File: src/rtl/skolem_chk_pkg.sv
// Shared types and the invertibility predicate for Skolem witness checking.
// P(x,s,t) = ((x << s) mod 2^w) >u t, evaluated on a fixed-width carrier.
package skolem_chk_pkg;

  localparam int PW = 32;

  typedef enum logic [2:0] {
    IDLE,
    DRIVE,
    SAMPLE,
    SEARCH,
    CLASSIFY,
    NEXT,
    DONE
  } state_t;

  // Operands are zero-extended to PW bits; w selects the modulus.
  function automatic logic ic_pred(input logic [PW-1:0] x,
                                   input logic [PW-1:0] s,
                                   input logic [PW-1:0] t,
                                   input int            w);
    logic [PW-1:0] mask;
    logic [PW-1:0] sh;
    mask = (w >= PW) ? {PW{1'b1}} : ((PW'(1) << w) - PW'(1));
    sh   = (x << s) & mask;
    return sh > (t & mask);
  endfunction

endpackage

File: src/rtl/skolem_ic_search.sv
// Linear search for any x satisfying ic_pred(x,s,t); one candidate per cycle after go.
// found pulses on the first hit (ic=1) or after the last candidate misses (ic=0).
module skolem_ic_search
  import skolem_chk_pkg::*;
#(
  parameter int W = 4
) (
  input  logic         clk,
  input  logic         rst,
  input  logic         go,
  input  logic [W-1:0] s,
  input  logic [W-1:0] t,
  output logic         found,
  output logic         ic
);

  logic         active;
  logic [W-1:0] xs;
  logic         hit;

  assign hit   = ic_pred(PW'(xs), PW'(s), PW'(t), W);
  assign found = active & (hit | (&xs));
  assign ic    = hit;

  always_ff @(posedge clk or posedge rst) begin
    if (rst) begin
      active <= 1'b0;
      xs     <= '0;
    end else if (go) begin
      active <= 1'b1;
      xs     <= '0;
    end else if (active) begin
      if (found) active <= 1'b0;
      else       xs     <= xs + W'(1);
    end
  end

endmodule

File: config.mk
export PLATFORM = sky130hd
export DESIGN_NAME = skolem_ic_search
export DESIGN_NICKNAME = d
export VERILOG_FILES = /design/src/rtl/skolem_chk_pkg.sv /design/src/rtl/skolem_ic_search.sv
export SDC_FILE = /design/constraint.sdc
export NUM_CORES = 1
export LEC_CHECK = 0
export BUFFER_PORTS_ARGS = -buffer_cell sky130_fd_sc_hd__buf_2
export CAP_MARGIN = 0
export CORE_AREA = 10 10 47 49
export CTS_BUF_LIST = sky130_fd_sc_hd__clkbuf_4 sky130_fd_sc_hd__clkbuf_8
export DETAILED_ROUTE_END_ITERATION = 8
export DIE_AREA = 0 0 57 59
export PLACE_DENSITY_LB_ADDON = 0.3
export SLEW_MARGIN = 0
export SYNTH_ARGS = -nofsm -noshare
export SYNTH_HDL_FRONTEND = slang
export SYNTH_SLANG_ARGS = --single-unit
File: constraint.sdc
create_clock -name clk -period 3.1 [get_ports clk]
set_input_delay 0.155 -clock clk [delete_from_list [all_inputs] [get_ports clk]]
set_output_delay 0.155 -clock clk [all_outputs]
set_load 0.05 [all_outputs]
### After elaboration in Yosys (flattened, before gate mapping)

Cells that the tools add are included.

| word-level totals | value |
|---|---|
| register bits after elaboration | 5 |
| bits of input ports | 11 |
| output and inout bits | 2 |

| cells by class | value |
|---|---|
| bitwise gates (word level) | 2 |
| mux-type cells | 6 |
| eq/ne operators | 1 |
| $lt $le $gt $ge | 1 |
| shift operators | 1 |
| add/sub/neg operators | 1 |
| reductions and logical operators | 3 |

Operators by type and width:

| operator | count |
|---|---|
| 2-to-1 mux 4 bit | 3 |
| adder 4 x 1 -> 4 bit, second input constant | 1 |
| greater-than comparator 4 bit | 1 |
| AND reduction 4 bit | 1 |
| << shifter 4 x 4 -> 4 bit | 1 |
| 2-to-1 mux 1 bit | 3 |
| != test 2 bit, second input constant | 1 |
| AND reduction 2 bit | 1 |
| nonzero test 2 bit | 1 |
| AND 1 bit | 1 |
| bitwise OR 1 bit | 1 |

### Logic depth before layout (Yosys ltp)

| depth | value |
|---|---|
| word-level depth | 7 |
| mapped depth | 10 |
| gate-level depth less buffers | 10 |

### Least setup slack after synthesis

Ideal clock, no wire load.

| timing | value |
|---|---|
| path type | register to output |
| start | register xs[3] |
| end | output found |
| stages on the path, launching flop included | 8 |
| slack | 0.252 ns |
| data arrival time | 2.693 ns |
| required time | 2.945 ns |
| cells stage by stage | dfrtp_1 > nor2b_1 > a211oi_1 > a2111oi_0 > ha_1 > a41oi_1 > nor2_2 > a21boi_0 |

| between the ends | value |
|---|---|
| word-level cells in the longest chain between the ends | 4 |
| elaborated cells on any way between the ends | 5 |
| those cells by class | order compare (1); shift (1); bitwise (2); reduce/logical (1) |

RTL lines:

| element | RTL line | source |
|---|---|---|
| start, declared | skolem_ic_search.sv:18 | `logic [W-1:0] xs;` |
| start signal, assigned | skolem_ic_search.sv:34 | `else xs <= xs + W'(1);` |
| << shifter 4 x 4 -> 4 bit | skolem_chk_pkg.sv:25 | `sh = (x << s) & mask;` |
| greater-than comparator 4 bit | skolem_chk_pkg.sv:26 | `return sh > (t & mask);` |
| bitwise OR 1 bit (*) | skolem_ic_search.sv:22 | `assign found = active & (hit \| (&xs));` |
| AND 1 bit (*) | skolem_ic_search.sv:22 |  |
| end, declared | skolem_ic_search.sv:13 | `output logic found,` |

Mark *: on every way between the ends. The rest lies on a longest branch, timed or not.

### Final worst setup path

| timing | value |
|---|---|
| start | register xs[0] |
| end | output found |

The elaborated chain is that of the path after synthesis.

==> out/metrics.csv <==
stage,metric,value,unit
clock_tree,clock_latency,0.24,ns
yosys,synthTopCellsByArea,"dfrtp_1, ha_1, mux2i_1, nor2b_1, a21oi_1",
timing,rsz0062_at_grt,false,
power,power_frac_seq,36.9,%
timing,finalClockSkew,0.00497,ns
yosys,async_flop_share,100,%
placement,portBuffers,12,
floorplanning,die_y,59,um
setup_path,cp_data_required_time,2.94,ns
detailed_routing,wl_per_cell,11.6,um
detailed_routing,ant_nets,0,
yosys,synth_edf_count,0,
setup_path,start_kind,flip-flop,
final_layout,layout_commonest_cell,buf_2,
grt,grt_pass1_vias,433,
detailed_routing,drt_iter0_drc,2,
grt,antenna_found_initial,0,
placement,place_hpwl,805,um
detailed_routing,dr_total_vias,411,
setup_path,critPathArrivalTime,2.39,ns
final_layout,area_growth_syn_to_layout,27.7,%
clock_tree,cts-root-buf,clkbuf_4,
timing,period_minus_slack,2.54,ns
power,power.total,237,uW
placement,gp_congestion,0.728,
grt,grt_max_degree,7,
clock_tree,cts_resized,0,
timing,setup_ws,0.556,ns
yosys,syn_area,433,um2
power,p_int,161,uW
final_layout,final_cell_mix,"buf_2, ha_1, dfrtp_1",
yosys,ys_warn_count,0,
final_layout,layout.nets,84,
yosys,synth_nets,66,
floorplanning,die-area,3360,um2
grt,overflow,0,
yosys,avgSynthCellArea,8.66,um2
floorplanning,core,1400,um2
power,switching_share,31.9,%
clock_tree,tritoncts,built,
power,powerDensity,428,nW/um2
setup_path,critPathKind,flip-flop to output port,
power,p_clk_share,34.9,%
clock_tree,h-tree-depth,1,
floorplanning,fp-row-count,14,
yosys,yosys.area.top_type,dfrtp_1,
power,vdd_drop_max,215,uV
yosys,synth-main-ff-cell,dfrtp_1,
flow_run,drv_cap,0,
clock_tree,cts_setup_buffers,0,
min_path,hp-class,input pin to flip-flop,
timing,max_slew_margin,69.3,%
detailed_routing,dr.pass1.iters,4,
clock_tree,cts_buffers,3,
final_layout,antenna_cells,0,
yosys,syn_inst,50,
placement,dp.cells,78,
clock_tree,hold_buffers,1,
timing,period_share,82.1,%
detailed_routing,routed_via_density,4.95,
grt,globalRouteTotalUtil,6.13,%
clock_tree,cts_max_path_buffers,2,
floorplanning,chipWidth,57,um
timing,worstMarginPinSlew,0.457,ns
final_layout,stdcell_count,83,
final_layout,layout-drive-gt1-share,28.4,%
yosys,ys_ff_latch,5,
power,p_switching,75.7,uW
placement,place_ws,0.733,ns
detailed_routing,routed_wl,960,um
detailed_routing,drcViolationCount,0,
power,power_frac_comb,28.3,%
grt,grt_pass1_wl,1750,um
timing,fin_setup_tns,0,ns
timing,setup_viol,0,
yosys,ys_seq_area_share,28.9,%
floorplanning,start_util,30.9,%
yosys,synth_cell_types,26,
setup_path,cp-end-kind,output port,
floorplanning,pin_count,13,
clock_tree,clkSinkCount,5,
timing,fmax,393,MHz
yosys,synth_top_area_share,28.9,%
power,p_leak,0.272,nW
setup_path,crit_fanout,6,
outcome,status,finished clean,
timing,hold_slack,0.138,ns
timing,hold_violations,0,
timing,slew_viol_final,0,
clock_tree,cts.clk_slew.worst_paths,0.05,ns
worst paths after layout:
kind,startpoint,endpoint,slack (ns),depth (start not counted)
max in group asynchronous,rst,xs[1],2.58,3
worst max register to register,xs[0],xs[2],0.75,9
min in group asynchronous,rst,xs[0],0.35,3
worst min-delay path,go,xs[0],0.14,2
worst min register to register,xs[3],xs[3],0.59,2
worst max-delay path,xs[0],found,0.56,7
worst max-delay path, stage by stage, from the launching register on:
cell       delay [ns]
dfrtp_1          0.44
mux2i_1          0.13
a2111oi_0        0.41
ha_1             0.33
a41oi_1          0.29
nor2_2           0.07
a21boi_0         0.18
buf_2            0.30
power by group through the flow:
stage	sequential (mW)	clock [mW]	combinational [mW]
after detailed placement	0.0878	0	0.0656
after floorplan	0.0848	0	0.0477
final	0.0873	0.0826	0.0670
after CTS	0.0869	0.0876	0.0675
after global placement	0.0875	0	0.0659
after global routing	0.0888	0.0915	0.0757
stage by stage:
| step | util [%] | cell area [um2] |
|---|---|---|
| after detailed placement | 36.6 | 513 |
| final | 39.5 | 553 |
| after CTS | 39.5 | 553 |
| after global routing | 39.5 | 553 |
| after global placement | 36.6 | 513 |
| after floorplan | - | 433 |
kinds of logic after synthesis:
kind of cell / synth area share (%)
simple gates: 25.4
buf+inv: 4.33
mux: 4.62
compound gates: 20.2
xor+xnor: 2.02
flops: 28.9
fa+ha+maj: 14.5
per-layer routing:
| metal | global-route usage (%) | routed length [um] | vias to the layer above |
|---|---|---|---|
| li1 | - | - | 222 |
| met1 | 6.76 | 427 | 179 |
| met2 | 10.4 | 447 | 10 |
| met3 | 2.58 | 85 | 0 |
| met4 | 2.01 | 0 | 0 |
| met5 | 0 | 0 | - |
synth_stat cells (2+ instances only):
cell,instances
nor3_1,3
mux2i_1,2
o31ai_1,2
dfrtp_1,5
inv_1,4
ha_1,5
a21oi_1,3
nor2b_1,3
or3_1,2
nand2_1,4
nand3b_1,2
final cells by class:
class,instances,area [um2]
sequential,5,125
fill,160,848
multi-input combinational,40,289
inverter,5,18.8
timing repair buffer,13,70.1
tap,16,20.0
clock buffer,4,30.0
registers in the layout (all words and copies together), names as in the netlist:
register and cells:
active 1, xs 4
(Power assumes the default switching activity.)
